**config.mk**
```make
export PLATFORM = sky130hd
export DESIGN_NAME = user_module_frame_tx
export DESIGN_NICKNAME = d
export VERILOG_FILES = /design/src/rtl/user_module_frame_tx_pkg.sv /design/src/rtl/frame_tx_bit_timer.sv /design/src/rtl/user_module_frame_tx.sv
export SDC_FILE = /design/constraint.sdc
export NUM_CORES = 1
export LEC_CHECK = 0
export ABC_AREA = 1
export CAP_MARGIN = 30
export CORE_AREA = 2 2 45 47
export DETAILED_ROUTE_END_ITERATION = 8
export DIE_AREA = 0 0 47 49
export GPL_TIMING_DRIVEN = 0
export PLACE_DENSITY = 0.89
export REMOVE_ABC_BUFFERS = 1
export SYNTH_ARGS = -nofsm -noshare
export SYNTH_HDL_FRONTEND = slang
export SYNTH_SLANG_ARGS = --single-unit
```
**constraint.sdc**
```tcl
create_clock -name io_in -period 2.1 [get_ports io_in]
set_input_delay 0.42 -clock io_in [delete_from_list [all_inputs] [get_ports io_in]]
set_output_delay 0.42 -clock io_in [all_outputs]
set_load 0.1 [all_outputs]
```
**src/rtl/user_module_frame_tx_pkg.sv**
```systemverilog
// Shared types and constants for the bit-serial frame transmitter.
// Optional parity stage is controlled by USER_MODULE_FRAME_TX_PARITY_EN.
package user_module_frame_tx_pkg;

    typedef enum logic [2:0] {
        StIdle   = 3'd0,
        StStart  = 3'd1,
        StData   = 3'd2,
        StParity = 3'd3,
        StStop   = 3'd4
    } tx_state_e;

    localparam logic IDLE_LEVEL  = 1'b1;
    localparam logic START_LEVEL = 1'b0;

    // Total cycles a frame keeps busy high: start + data [+ parity] + stop bits.
    function automatic int unsigned frame_len(input int unsigned clks_per_bit,
                                              input int unsigned data_bits,
                                              input bit          parity_en);
        return (2 + data_bits + (parity_en ? 1 : 0)) * clks_per_bit;
    endfunction

endpackage

```
**src/rtl/frame_tx_bit_timer.sv**
```systemverilog
// Per-bit divider: counts 0..CLKS_PER_BIT-1 and flags the last cycle of each bit.
module frame_tx_bit_timer #(
    parameter int unsigned CLKS_PER_BIT = 4
) (
    input  logic clk_i,
    input  logic rst_ni,
    input  logic clear_i,
    output logic bit_end_o
);

    logic [3:0] cnt_q, cnt_d;

    assign bit_end_o = (cnt_q == 4'(CLKS_PER_BIT - 1));

    always_comb begin
        cnt_d = cnt_q + 4'd1;
        if (clear_i || bit_end_o) begin
            cnt_d = '0;
        end
    end

    always_ff @(posedge clk_i or negedge rst_ni) begin
        if (!rst_ni) begin
            cnt_q <= '0;
        end else begin
            cnt_q <= cnt_d;
        end
    end

endmodule

```
**src/rtl/user_module_frame_tx.sv**
```systemverilog
// Tiny Tapeout frame transmitter: start bit, data LSB-first, optional even parity
// (USER_MODULE_FRAME_TX_PARITY_EN), stop bit on io_out[0].
module user_module_frame_tx
    import user_module_frame_tx_pkg::*;
#(
    parameter int unsigned CLKS_PER_BIT = 4,
    parameter int unsigned DATA_BITS    = 5
) (
    input  logic [7:0] io_in,
    output logic [7:0] io_out
);

    if (CLKS_PER_BIT < 1 || CLKS_PER_BIT > 15) begin : g_bad_clks_per_bit
        $error("CLKS_PER_BIT must be in 1..15");
    end
    if (DATA_BITS < 1 || DATA_BITS > 5) begin : g_bad_data_bits
        $error("DATA_BITS must be in 1..5");
    end

    localparam logic [2:0] LastBit = 3'(DATA_BITS - 1);

    logic clk;
    logic rst_n;
    logic send;
    assign clk   = io_in[0];
    assign rst_n = io_in[1];
    assign send  = io_in[2];

    tx_state_e            state_q, state_d;
    logic [DATA_BITS-1:0] shift_q, shift_d;
    logic [2:0]           bit_cnt_q, bit_cnt_d;
    logic                 done_q, done_d;
    logic                 bit_end;
    logic                 txd;
    logic                 busy;
`ifdef USER_MODULE_FRAME_TX_PARITY_EN
    logic                 parity_q, parity_d;
`endif

    // Divider is held at zero while idle so START always gets a full bit period.
    frame_tx_bit_timer #(
        .CLKS_PER_BIT(CLKS_PER_BIT)
    ) u_bit_timer (
        .clk_i    (clk),
        .rst_ni   (rst_n),
        .clear_i  (state_q == StIdle),
        .bit_end_o(bit_end)
    );

    always_ff @(posedge clk or negedge rst_n) begin
        if (!rst_n) begin
            state_q <= StIdle;
        end else begin
            state_q <= state_d;
        end
    end

    always_comb begin
        state_d = state_q;
        case (state_q)
            StIdle: begin
                if (send) begin
                    state_d = StStart;
                end
            end
            StStart: begin
                if (bit_end) begin
                    state_d = StData;
                end
            end
            StData: begin
                if (bit_end && bit_cnt_q == LastBit) begin
`ifdef USER_MODULE_FRAME_TX_PARITY_EN
                    state_d = StParity;
`else
                    state_d = StStop;
`endif
                end
            end
`ifdef USER_MODULE_FRAME_TX_PARITY_EN
            StParity: begin
                if (bit_end) begin
                    state_d = StStop;
                end
            end
`endif
            StStop: begin
                if (bit_end) begin
                    state_d = StIdle;
                end
            end
            default: state_d = StIdle;
        endcase
    end

    always_comb begin
        txd = IDLE_LEVEL;
        case (state_q)
            StStart:  txd = START_LEVEL;
            StData:   txd = shift_q[0];
`ifdef USER_MODULE_FRAME_TX_PARITY_EN
            StParity: txd = parity_q;
`endif
            default:  txd = IDLE_LEVEL;
        endcase
        busy   = (state_q != StIdle);
        io_out = {2'b00, state_q, done_q, busy, txd};
    end

    // Datapath: capture on the accepted send, shift at each data bit end.
    always_comb begin
        shift_d   = shift_q;
        bit_cnt_d = bit_cnt_q;
        done_d    = 1'b0;
`ifdef USER_MODULE_FRAME_TX_PARITY_EN
        parity_d  = parity_q;
`endif
        case (state_q)
            StIdle: begin
                if (send) begin
                    shift_d   = io_in[3 +: DATA_BITS];
                    bit_cnt_d = '0;
`ifdef USER_MODULE_FRAME_TX_PARITY_EN
                    parity_d  = ^io_in[3 +: DATA_BITS];
`endif
                end
            end
            StData: begin
                if (bit_end) begin
                    shift_d   = shift_q >> 1;
                    bit_cnt_d = bit_cnt_q + 3'd1;
                end
            end
            StStop:  done_d = bit_end;
            default: ;
        endcase
    end

    always_ff @(posedge clk or negedge rst_n) begin
        if (!rst_n) begin
            shift_q   <= '0;
            bit_cnt_q <= '0;
            done_q    <= 1'b0;
`ifdef USER_MODULE_FRAME_TX_PARITY_EN
            parity_q  <= 1'b0;
`endif
        end else begin
            shift_q   <= shift_d;
            bit_cnt_q <= bit_cnt_d;
            done_q    <= done_d;
`ifdef USER_MODULE_FRAME_TX_PARITY_EN
            parity_q  <= parity_d;
`endif
        end
    end

endmodule

```
# Word level (Yosys, flattened, before mapping)
# Index checks and enable logic that the tools add are counted.
# W data, S select, Z words.
[op_classes]
addsub = 2
n_reduce_logical = 7
eq_ne = 10
mux = 14
[ops]
columns = ["operator", "n"]
rows = [
  ["$mux W3", 6],
  ["$pmux W3 S4", 1],
  ["$mux W5", 2],
  ["$ne A2 B2 Y1 const B", 5],
  ["$pmux W5 S2", 1],
  ["$eq A3 B3 Y1 const B", 2],
  ["$pmux W3 S2", 1],
  ["$add A4 B1 Y4 const B", 1],
  ["$eq A4 B2 Y1 const B", 1],
  ["$mux W4", 1],
  ["$reduce_and A4 Y1", 1],
  ["$add A3 B1 Y3 const B", 1],
  ["$eq A3 B1 Y1 const B", 1],
  ["$eq A3 B2 Y1 const B", 1],
  ["$logic_not A3 Y1", 1],
  ["$reduce_and A3 Y1", 1],
  ["$reduce_bool A3 Y1", 1],
  ["$pmux W1 S2", 1],
  ["$reduce_bool A2 Y1", 1],
  ["$logic_and A1 B1 Y1", 1],
  ["$logic_or A1 B1 Y1", 1],
  ["$mux W1", 1],
]
[totals]
output_inout_bits = 8
register_bits = 16

# Depth between registers and ports, before layout
[logic_depth]
ltp_word = 4
depth_mapped = 10
mapped_depth_nobuf = 10

# By module
# From an unflattened synthesis, not the netlist that was laid out.
[unflattened]
cells_unflattened = 111
hier_area_um2 = 907.1
[modules_own_cells]
columns = ["mod", "cells_per_inst", "seq_area_each_um2", "n_inst", "area_each_um2"]
rows = [
  ["user_module_frame_tx", 90, 300.3, 1, 718.2],
  ["frame_tx_bit_timer", 21, 100.1, 1, 188.9],
]

# Worst setup path after synthesis
# OpenSTA, ideal clock, no wires.
[synth_path]
kind = "register -> output"
from = "register state_q[0]"
to = "output port io_out[0]"
stages_incl_launch_ff = 6
n_path_buf = 1
required_ns = 1.680
arrival_time_ns = 1.708
slack_ns = -0.028
path_cell_list = "dfrtp_1 -> nor2_8 -> nand2_8 -> nor2_1 -> nor2_1 -> buf_4"
[synth_between]
elab_chain_len = 2
elab_cells_between_ends = 3
cone_classes = "2 x eq/ne; 1 x mux"
[synth_rtl]
columns = ["element", "line_no", "rtl"]
rows = [
  ["start: declaration", "user_module_frame_tx.sv:29", "tx_state_e state_q, state_d;"],
  ["start signal: assignment", "user_module_frame_tx.sv:52", "state_q <= StIdle;"],
  ["start signal: assignment", "user_module_frame_tx.sv:54", "state_q <= state_d;"],
  ["$eq A3 B2 Y1 or $eq A3 B1 Y1 (tied branches)", "user_module_frame_tx.sv:98", "case (state_q)"],
  ["$pmux W1 S2 (*)", "user_module_frame_tx.sv:98", ""],
  ["end: declaration", "user_module_frame_tx.sv:10", "output logic [7:0] io_out"],
]
# Mark *: on every way between the ends. The rest lies on a longest branch, timed or not.

==> qor_table.md <==
| Parameter | Value | Unit |
|---|---|---|
| Layout Area Growth over Synthesis | 25.9 | % |
| Crit path launch | io_in[2] | - |
| Switching Fraction | 42.8 | % |
| Die Height | 49 | µm |
| Outcome | finished with violations | - |
| Filler instances | 165 | - |
| Required time of the critical path | 2.28 | ns |
| Routed Wire Length | 2120 | µm |
| Core Rows | 16 | - |
| Area used by multi-input combinational logic | 435 | µm² |
| Top cells by area, synth | sky130_fd_sc_hd__dfrtp_1, sky130_fd_sc_hd__nand2_1, sky130_fd_sc_hd__nand3_1 | - |
| Post-route DRC violation count | 0 | - |
| Sequential cell area | 400 | µm² |
| Sequential Power Share | 19.9 | % |
| Drt via density | 5.26 | - |
| CTS clock-pin slew for the worst setup and hold paths | 0.10 | ns |
| Power per standard cell area | 1440 | nW/µm² |
| Initial Util | 49.3 | % |
| Iteration-0 DRC Markers | 32 | - |
| Post-route worst setup slack | 0.0788 | ns |
| Total iterations of the first detailed-routing run | 6 | - |
| Max-slew violation total from the final report | 0 | - |
| Detailed-placement wirelength estimate | 1170 | µm |
| Count of synthesis-stage warnings from yosys | 0 | - |
| Overflow after GRT | 0 | - |
| Most common library cell in the layout ignoring fill and taps | sky130_fd_sc_hd__nand2_1 | - |
| First-pass GRT wire length | 4020 | µm |
| Number of endpoints with negative hold slack in the final report | 20 | - |
| Most frequent cells in the layout | sky130_fd_sc_hd__nand2_1, sky130_fd_sc_hd__clkbuf_4, sky130_fd_sc_hd__dfrtp_1 | - |
| Number of primary I/O pins | 16 | - |
| Critical Path AT | 2.21 | ns |
| Count of antenna diodes in the layout | 0 | - |
| Finished Layout Cells | 162 | - |
| Initial antenna violation count | 0 | - |
| Kind of path behind the tightest hold check | clock port to async pin | - |
| Met1 capacity usage during global routing | 21.2 | % |
| Worst hold-check slack | -0.331 | ns |
| Post-route antenna net violation count | 0 | - |
| Fraction of power consumed by combinational cells | 0.9 | % |
| Peak ir drop on the vdd network | 1.16 | mV |
| Number of max-cap violations | 0 | - |
| Net switching power of the design | 705 | µW |
| Width of the die | 47 | µm |
| Global placer's final weighted congestion | 0.781 | - |
| Standard cell core area | 1840 | µm² |
| Synthesized area per cell | 8.49 | µm² |
| Internal power | 943 | µW |
| Crit Path Max Fanout | 3 | - |
| Crit Reg-Reg Startpoint | state_q[2]$_DFFE_PN0P_ | - |
| Number of nets at the end of the flow | 145 | - |
| Routed len/inst | 13.1 | µm |
| Critical Path Start Type | clock port | - |
| Largest net degree at the start of global routing | 10 | - |
| Top cell type by total area after synthesis | sky130_fd_sc_hd__dfrtp_1 | - |
| Die Area | 2300 | µm² |
| Relative contribution of the clock network to total power | 79.2 | % |
| Critical setup path kind | clock port to register | - |
| Placement-stage worst setup slack | -0.270 | ns |
| Cell count after synthesis | 107 | - |
| Total power | 1650 | µW |
| Slew of the pin with the lowest slew margin | 0.955 | ns |
| Total number of vias | 852 | - |
| Skew final | 0.00927 | ns |
| CTS tree | built | - |
| Met3 GRT Util | 26.7 | % |
| Clock insertion delay at the later pin of the skew report | 0.29 | ns |
| Final setup TNS | 0 | ns |
| Unrepaired setup endpoints after global routing | false | - |
| Kind of end point of the critical path | register | - |
| Headroom to the max-slew limit | 36.6 | % |
| Post-synthesis cell area | 908 | µm² |
| Distinct cell type count after synthesis | 26 | - |
| Via count of the first global-routing pass | 1156 | - |
| Violations in the final reports | hold timing | - |
| Leakage component of the power | 0.000515 | µW |
| Synthesis-stage register bit count | 16 | - |
| Layer carrying the most global-route usage | met4 | - |
| Placed cell count | 136 | - |
| Number of buffers inserted by hold repair at cts | 0 | - |
| Final count of negative-setup-slack endpoints | 0 | - |
| Fraction of layout cells with a size suffix above 1 | 33.3 | % |
| IO buf count | 6 | - |
| Met2 usage in global routing | 22.8 | % |
| Total global-route track usage | 25.0 | % |
| Portion of synthesized cell area occupied by the leading cell type | 44.1 | % |
| Post-synthesis sequential area ratio | 44.1 | % |
[state kept, by name, summed over array words and instances (netlist names)]
name / flops
state_q: 3
bit_cnt_q: 3
done_q: 1
u_bit_timer.cnt_q: 4
shift_q: 5
[power by group through the flow]
stage / clock, µW / sequential (µW) / combinational, µW
final: 1300 / 328 / 15.6
after detailed placement: 280 / 338 / 15.4
after global placement: 280 / 338 / 15.4
after CTS: 1360 / 328 / 15.4
after global routing: 1510 / 328 / 15.9
after floorplan: 280 / 338 / 15.4
[per-stage QoR]
stage          utilization [%]  instance area, µm²
2_1_floorplan                -                 875
4_1_cts                   63.2                1160
3_3_place_gp              52.6                 968
3_5_place_dp              52.6                 968
6_report                  62.1                1140
5_1_grt                   62.1                1140
[cell usage after synthesis]
master and number:
sky130_fd_sc_hd__and3_2 1, sky130_fd_sc_hd__nand2_4 1, sky130_fd_sc_hd__nand3b_2 1, sky130_fd_sc_hd__nor2_1 8, sky130_fd_sc_hd__nand3_4 1, sky130_fd_sc_hd__nand2_2 2
sky130_fd_sc_hd__o21a_2 1, sky130_fd_sc_hd__or2_2 1, sky130_fd_sc_hd__buf_4 5, sky130_fd_sc_hd__inv_2 1, sky130_fd_sc_hd__inv_1 7, sky130_fd_sc_hd__nor3_2 1
sky130_fd_sc_hd__xor2_1 1, sky130_fd_sc_hd__a21oi_1 1, sky130_fd_sc_hd__nand3_1 9, sky130_fd_sc_hd__conb_1 1, sky130_fd_sc_hd__ha_1 3, sky130_fd_sc_hd__nor2_8 1
sky130_fd_sc_hd__nand2_1 38, sky130_fd_sc_hd__nor2_2 1, sky130_fd_sc_hd__o21ai_1 2, sky130_fd_sc_hd__xnor2_1 1, sky130_fd_sc_hd__nand2_8 1, sky130_fd_sc_hd__o21ai_2 1
sky130_fd_sc_hd__dfrtp_1 16, sky130_fd_sc_hd__inv_6 1
[final cells by class]
| class | instances | area share [%] |
|---|---|---|
| sequential | 16 | 35.0 |
| timing repair buffer | 6 | 3.50 |
| multi-input combinational | 78 | 38.1 |
| clock buffer | 26 | 17.1 |
| clock inverter | 1 | 0.328 |
| inverter | 8 | 3.06 |
| tap | 27 | 2.95 |
[worst paths after layout]
path                                             endpoint  slack [ns]  cells past startpoint
max in group asynchronous          state_q[0]$_DFFE_PN0P_        2.30                      2
max reg2reg                        shift_q[0]$_DFFE_PN0P_        0.45                      8
max                                shift_q[0]$_DFFE_PN0P_        0.08                      9
min                              bit_cnt_q[0]$_DFFE_PN0P_       -0.33                      2
min in group io_in                 shift_q[4]$_DFFE_PN0P_       -0.11                      2
min reg2reg                u_bit_timer.cnt_q[0]$_DFF_PN0_        0.48                      1
[worst max-delay path: stages]
cell and delay, ns:
sky130_fd_sc_hd__clkbuf_4 0.12, sky130_fd_sc_hd__clkbuf_4 0.13, sky130_fd_sc_hd__nand3b_2 0.21, sky130_fd_sc_hd__clkbuf_4 0.17, sky130_fd_sc_hd__o21a_2 0.11, sky130_fd_sc_hd__clkbuf_4 0.13, sky130_fd_sc_hd__clkbuf_4 0.13, sky130_fd_sc_hd__nand3_1 0.07
sky130_fd_sc_hd__nand2_1 0.07
[layer usage]
layer	part of all wire [%]	vias up	wire length, µm
met5	0	-	0
met4	3.8	0	80
met3	13	15	269
met2	47	66	987
met1	37	384	782
li1	-	387	-
[repair_timing]
item                       4_1_cts  5_1_grt
gates resized for setup         13        7
setup buffers                    0        0
setup endpoints to repair       11        4
pin swaps                        1        0
[cell families after synthesis]
kind of cell / after synthesis / synth area share [%]
simple gates: 66 / 37.5
flops: 16 / 44.1
buf+inv: 14 / 8.40
compound gates: 5 / 3.58
fa+ha+maj: 3 / 4.13
xor+xnor: 2 / 1.93
other cells: 1 / 0.413
Power figures use the tool's default switching activity.
